==> src/rtl/m_lsu.sv <==
// Memory-stage load/store unit: one request per handshake, wait-stated bus with byte enables, load extension.
// Optional macro M_LSU_ALIGN_EXC_EN turns misaligned accesses into err 1 instead of rounding them down.
module m_lsu #(
    parameter int DATA_W  = 32,
    parameter int ADDR_W  = 32,
    parameter int TIMEOUT = 16
) (
    input  logic                clk,
    input  logic                reset,
    input  logic                req_valid,
    output logic                req_ready,
    input  logic [3:0]          req_op,
    input  logic [ADDR_W-1:0]   req_addr,
    input  logic [DATA_W-1:0]   req_wdata,
    output logic                resp_valid,
    output logic [DATA_W-1:0]   resp_rdata,
    output logic [1:0]          resp_err,
    output logic                busy,
    output logic                mem_req,
    output logic                mem_we,
    output logic [ADDR_W-1:0]   mem_addr,
    output logic [DATA_W/8-1:0] mem_be,
    output logic [DATA_W-1:0]   mem_wdata,
    input  logic                mem_ack,
    input  logic [DATA_W-1:0]   mem_rdata
);
    localparam int NB     = DATA_W / 8;
    localparam int LANE_W = $clog2(NB);
    localparam int CNT_W  = (TIMEOUT > 1) ? $clog2(TIMEOUT) : 1;

    typedef enum logic [1:0] {IDLE, BUS, RESP} state_t;
    state_t state, state_nxt;

    logic [CNT_W-1:0]  cnt;
    logic [1:0]        size_q;
    logic [LANE_W-1:0] lane_q;
    logic              is_store_q;
    logic              is_unsigned_q;

    logic [1:0]        size;
    logic [LANE_W-1:0] lane_raw;
    logic [LANE_W-1:0] smask;
    logic [LANE_W-1:0] lane;
    logic              illegal;
    logic              misaligned;
    logic              accept;
    logic              timeout_hit;
    logic [NB-1:0]     be;
    logic [DATA_W-1:0] wdata_rep;
    logic [DATA_W-1:0] shifted;
    logic [DATA_W-1:0] load_ext;

    assign accept      = req_valid && req_ready;
    assign size        = req_op[1:0];
    assign lane_raw    = req_addr[LANE_W-1:0];
    assign illegal     = (DATA_W == 32) && (size == 2'd3);
    assign timeout_hit = (TIMEOUT != 0) && (cnt == CNT_W'(TIMEOUT - 1));

    assign req_ready  = (state == IDLE) && !reset;
    assign busy       = (state != IDLE);
    assign mem_req    = (state == BUS);
    assign resp_valid = (state == RESP);

    // smask covers the lane bits that lie inside one access of the given size
    always_comb begin
        smask = '0;
        case (size)
            2'd0:    smask = '0;
            2'd1:    smask = LANE_W'(1);
            2'd2:    smask = LANE_W'(3);
            default: smask = LANE_W'(7);
        endcase
`ifdef M_LSU_ALIGN_EXC_EN
        misaligned = |(lane_raw & smask);
        lane       = lane_raw;
`else
        misaligned = 1'b0;
        lane       = lane_raw & ~smask;
`endif
    end

    always_comb begin
        be        = '0;
        wdata_rep = '0;
        for (int i = 0; i < NB; i++) begin
            be[i] = !req_op[3] || ((i >= int'(lane)) && (i <= int'(lane | smask)));
            wdata_rep[8*i +: 8] = req_wdata[8*(i & int'(smask)) +: 8];
        end
    end

    always_comb begin
        int width;
        int msb;
        logic fill;
        width    = 8 << size_q;
        msb      = (width > DATA_W) ? DATA_W - 1 : width - 1;
        shifted  = mem_rdata >> (8 * int'(lane_q));
        fill     = !is_unsigned_q && shifted[msb];
        load_ext = shifted;
        for (int i = 0; i < DATA_W; i++) begin
            if (i > msb) load_ext[i] = fill;
        end
    end

    always_comb begin
        state_nxt = state;
        case (state)
            IDLE: if (accept) state_nxt = (illegal || misaligned) ? RESP : BUS;
            BUS:  if (mem_ack || timeout_hit) state_nxt = RESP;
            RESP: state_nxt = IDLE;
            default: state_nxt = IDLE;
        endcase
    end

    always_ff @(posedge clk or posedge reset) begin
        if (reset) begin
            state         <= IDLE;
            cnt           <= '0;
            size_q        <= '0;
            lane_q        <= '0;
            is_store_q    <= 1'b0;
            is_unsigned_q <= 1'b0;
            mem_we        <= 1'b0;
            mem_addr      <= '0;
            mem_be        <= '0;
            mem_wdata     <= '0;
            resp_err      <= '0;
            resp_rdata    <= '0;
        end else begin
            state <= state_nxt;
            cnt   <= (state == BUS) ? cnt + CNT_W'(1) : '0;
            if (accept) begin
                size_q        <= size;
                lane_q        <= lane;
                is_store_q    <= req_op[3];
                is_unsigned_q <= req_op[2];
                mem_we        <= req_op[3];
                mem_addr      <= {req_addr[ADDR_W-1:LANE_W], {LANE_W{1'b0}}};
                mem_be        <= be;
                mem_wdata     <= wdata_rep;
                resp_err      <= illegal ? 2'd3 : (misaligned ? 2'd1 : 2'd0);
                resp_rdata    <= '0;
            end
            // ack beats a simultaneous timeout expiry
            if (state == BUS) begin
                if (mem_ack) begin
                    resp_err   <= 2'd0;
                    resp_rdata <= is_store_q ? '0 : load_ext;
                end else if (timeout_hit) begin
                    resp_err   <= 2'd2;
                end
            end
        end
    end
endmodule

==> config.mk <==
export PLATFORM = sky130hd
export DESIGN_NAME = m_lsu
export DESIGN_NICKNAME = d
export VERILOG_FILES = /design/src/rtl/m_lsu.sv
export SDC_FILE = /design/constraint.sdc
export NUM_CORES = 1
export LEC_CHECK = 0
export BUFFER_PORTS_ARGS = -buffer_cell sky130_fd_sc_hd__buf_2
export CAP_MARGIN = 5
export CORE_MARGIN = 4
export CORE_UTILIZATION = 30
export DETAILED_ROUTE_END_ITERATION = 10
export PLACE_DENSITY = 0.53
export SYNTH_ARGS = -nofsm -noshare
export SYNTH_HDL_FRONTEND = slang
export SYNTH_SLANG_ARGS = --single-unit
export TNS_END_PERCENT = 20
==> constraint.sdc <==
create_clock -name clk -period 4.05 [get_ports clk]
set_clock_uncertainty 0.1 [all_clocks]
set_input_delay 0.6075 -clock clk [delete_from_list [all_inputs] [get_ports clk]]
set_output_delay 0.6075 -clock clk [all_outputs]
set_load 0.02 [all_outputs]
==> summary.md <==
| Metric | Value |
|---|---|
| Status | `completed` |
| Fin cells | `952` |
| Gpl congestion | `0.823` |
| Crit end category | `flop` |
| Top-area cell type share of the netlist area | `0.531` |
| Number of global-route vias before repair | `4857` |
| Crit Path Max Fanout | `12` |
| Routed Antenna Nets | `0` |
| CTS tree | `yes` |
| Final Util | `0.391` |
| Flop2flop setup slack | `1.73 ns` |
| Post-layout min period | `2.32 ns` |
| First-pass GRT wire length | `25.4 mm` |
| Post-CTS Setup Repair Bufs | `0` |
| Worst r2r src | `size_q[1]` |
| Routed len/inst | `16.4 µm` |
| Max clock buf depth | `2` |
| Hold Vio Cnt, Final | `0` |
| Post-synthesis cell type with the largest combined area | `dfrtp_1` |
| Number of enable flip-flop cells after synthesis | `0` |
| Worst-Skew Late Latency | `0.35 ns` |
| Most numerous cell in the Yosys netlist | `nand2_1` |
| CP cell instances | `and2_1 > inv_1 > ha_1 > or3_1 > nor3b_1 > a221o_1` |
| R2r worst-path depth | `6` |
| Nets | `829` |
| Initial antenna violation count | `1` |
| Post-synthesis adder-cell area fraction | `0.00711` |
| Mapped Avg Cell Area | `9.91 µm²` |
| Switch share | `0.372` |
| Routed via count | `4564` |
| Drt pass-1 iters | `4` |
| Final setup vio count | `0` |
| Slowest-stage cell, CP | `nor3b_1` |
| Post-synthesis mux area share | `0.0818` |
| Post-Synthesis Cells | `533` |
| Layout filler cell count | `1770` |
| Reg area | `0.00280 mm²` |
| Antenna cells | `0` |
| Leading cell types by count after synthesis | `nand2_1, dfrtp_1, o21ai_0` |
| Total core area | `0.0173 mm²` |
| Main synth FF type | `dfrtp_1` |
| DP Worst Slack | `1.61 ns` |
| Inst Count DP | `936` |
| Combinational Power Share | `0.326` |
| Starting DRT DRC Count | `154` |
| Die height | `141 µm` |
| Setup ws final | `1.73 ns` |
| Vias per cell | `4.79` |
| Largest family of logic cells by synthesized area | `simple AND/OR/NAND/NOR gates` |
| CTS Hold Bufs | `0` |
| Synthesis-to-layout area growth | `28.1%` |
| Clk pwr share | `0.255` |
| Gr usage total | `0.158` |
| Die area | `0.0198 mm²` |
| Synth Area in Simple Gates | `0.203` |
| Net Switching | `1370 µW` |
| Clk Tree Root Cell | `clkbuf_16` |
| Hold WC Path Type | `in2async` |
| Max-cap violations | `0` |
| CTS Buf Count | `9` |
| CP required | `4.23 ns` |
| R2r endpoint | `resp_rdata[22]` |
| Period Utilization, post-route | `0.573` |
| Row Count | `48` |
| Seq cells post-synth | `112` |
| RSZ-0062 raised after global routing | `false` |
| Die X | `141 µm` |
| Sequential group share of total power | `0.419` |
| Netlist Area Pre-Place | `0.00528 mm²` |
| # IOs | `211` |
| Power Density | `542 mW/mm²` |
| Netlist cell types | `52` |
| Compound-Gate Fraction of Synth Area | `0.133` |
| Yosys warnings | `0` |
| Kind of critical path | `reg2reg` |
| Gr ovfl total | `0` |
| Post-Synth XOR/XNOR Area | `0.00332` |
| Max Slew Vio Count | `0` |
| Async SR Flop Fraction | `1.00` |
| Fmax | `431 MHz` |
| Layout cell share with drive strength beyond 1 | `0.341` |
| Detailed Place HPWL | `11.5 mm` |
| Largest net degree at the start of global routing | `97` |
| Maximum VDD drop | `237 µV` |
| Setup TNS | `0 ns` |
| Leak pwr | `0.00358 µW` |
| Worst setup SP type | `flop` |
| Post-CTS Resized | `0` |
| Sequential share of the synthesized area | `0.531` |
| Final wirelength | `15.6 mm` |
| Slew margin rel. | `0.312` |
| Multi-input logic area | `0.00227 mm²` |
| Clock slew at reported path FFs | `0.08 ns` |
| DRC viols | `0` |
| Actual slew at the worst max-slew pin | `1.03 ns` |
| Synth top area cells | `dfrtp_1, nand2_1, mux2i_1` |
| CTS H-tree depth | `3` |
| Number of buffers added on ports | `208` |
| WP data arrival | `2.50 ns` |
| Pint | `2300 µW` |
| CP max stage delay | `0.70 ns` |
| Clk sinks | `112` |
| Initial Util | `0.305` |
==> power groups by stage <==
stage	combinational [µW]	sequential, µW	clock, µW
3_5_place_dp	1220	1550	0
2_1_floorplan	480	1830	0
3_3_place_gp	1190	1560	0
4_1_cts	1220	1540	968
5_1_grt	1320	1570	1020
6_report	1200	1540	933
==> stage by stage <==
stage	hold slack (ns)	cell area (µm²)	total power (µW)
floorplan	0.333	5280	2310
global placement	0.348	6450	2750
detailed placement	0.353	6450	2770
CTS	0.293	6760	3720
global route	0.318	6760	3910
finish	0.273	6760	3670
==> worst max-delay path by stage <==
stage / from / to / slack [ns] / cells past startpoint
floorplan: reset / is_store_q / 0.13 / 6
global placement: reset / resp_err[1] / 1.65 / 6
detailed placement: reset / mem_wdata[12] / 1.61 / 5
CTS: size_q[1] / resp_rdata[22] / 1.72 / 6
global route: size_q[1] / resp_rdata[22] / 1.54 / 6
finish: size_q[1] / resp_rdata[22] / 1.73 / 6
==> worst max-delay path, delay by kind of cell, from the launching register on <==
kind | cells | cell delay (ns)
flops | 1 | 0.53
compound gates | 1 | 0.28
fa+ha+maj | 1 | 0.14
buf+inv | 1 | 0.09
simple gates | 3 | 1.12
==> placed cells by master, fill, tap and decap left out, drive strengths merged, types with 2 or more instances in the layout <==
cell,count
a21oi,10
nand3b,3
and2,2
nor2b,9
nor4,2
nor2,27
nand3,3
nand2,174
conb,2
mux2i,33
o31ai,2
clkbuf,10
mux2,7
a31oi,4
a32o,7
ha,3
o21ai,35
nand4,2
buf,213
nand2b,6
nor3b,2
inv,6
nor4b,2
a211oi,6
a22o,3
a211o,8
a221o,14
dfrtp,112
clkinv,2
==> per-layer routing <==
metal | share of wire | vias to the layer above | track usage
li1 | - | 2196 | -
met3 | 0.096 | 23 | 0.0614
met4 | 0.019 | 2 | 0.0479
met5 | 0.00051 | - | 0
met1 | 0.44 | 2148 | 0.204
met2 | 0.45 | 195 | 0.248
==> registers in the layout, indices dropped and copies added (netlist names) <==
name	count
is_unsigned_q	1
lane_q	2
cnt	4
is_store_q	1
size_q	2
state	2
mem_wdata	32
resp_err	2
resp_rdata	32
mem_addr	30
mem_be	4
==> kinds of logic (layout without fill, tap and decap cells) <==
| family | Yosys count | in the layout |
|---|---|---|
| simple gates | 237 | 237 |
| flops | 112 | 112 |
| compound gates | 97 | 97 |
| mux | 41 | 41 |
| buf+inv | 40 | 233 |
| fa+ha+maj | 3 | 3 |
| xor+xnor | 2 | 2 |
| other cells | 1 | 2 |
==> layout make-up <==
| cell class | count | share of cell area |
|---|---|---|
| multi-input cells | 382 | 0.336 |
| inverters | 4 | 0.00259 |
| clock buffers | 10 | 0.0353 |
| well taps | 225 | 0.0416 |
| clock inverters | 6 | 0.0111 |
| repair buffers | 213 | 0.159 |
| flip-flops and latches | 112 | 0.414 |
Power figures use the tool's default switching activity.
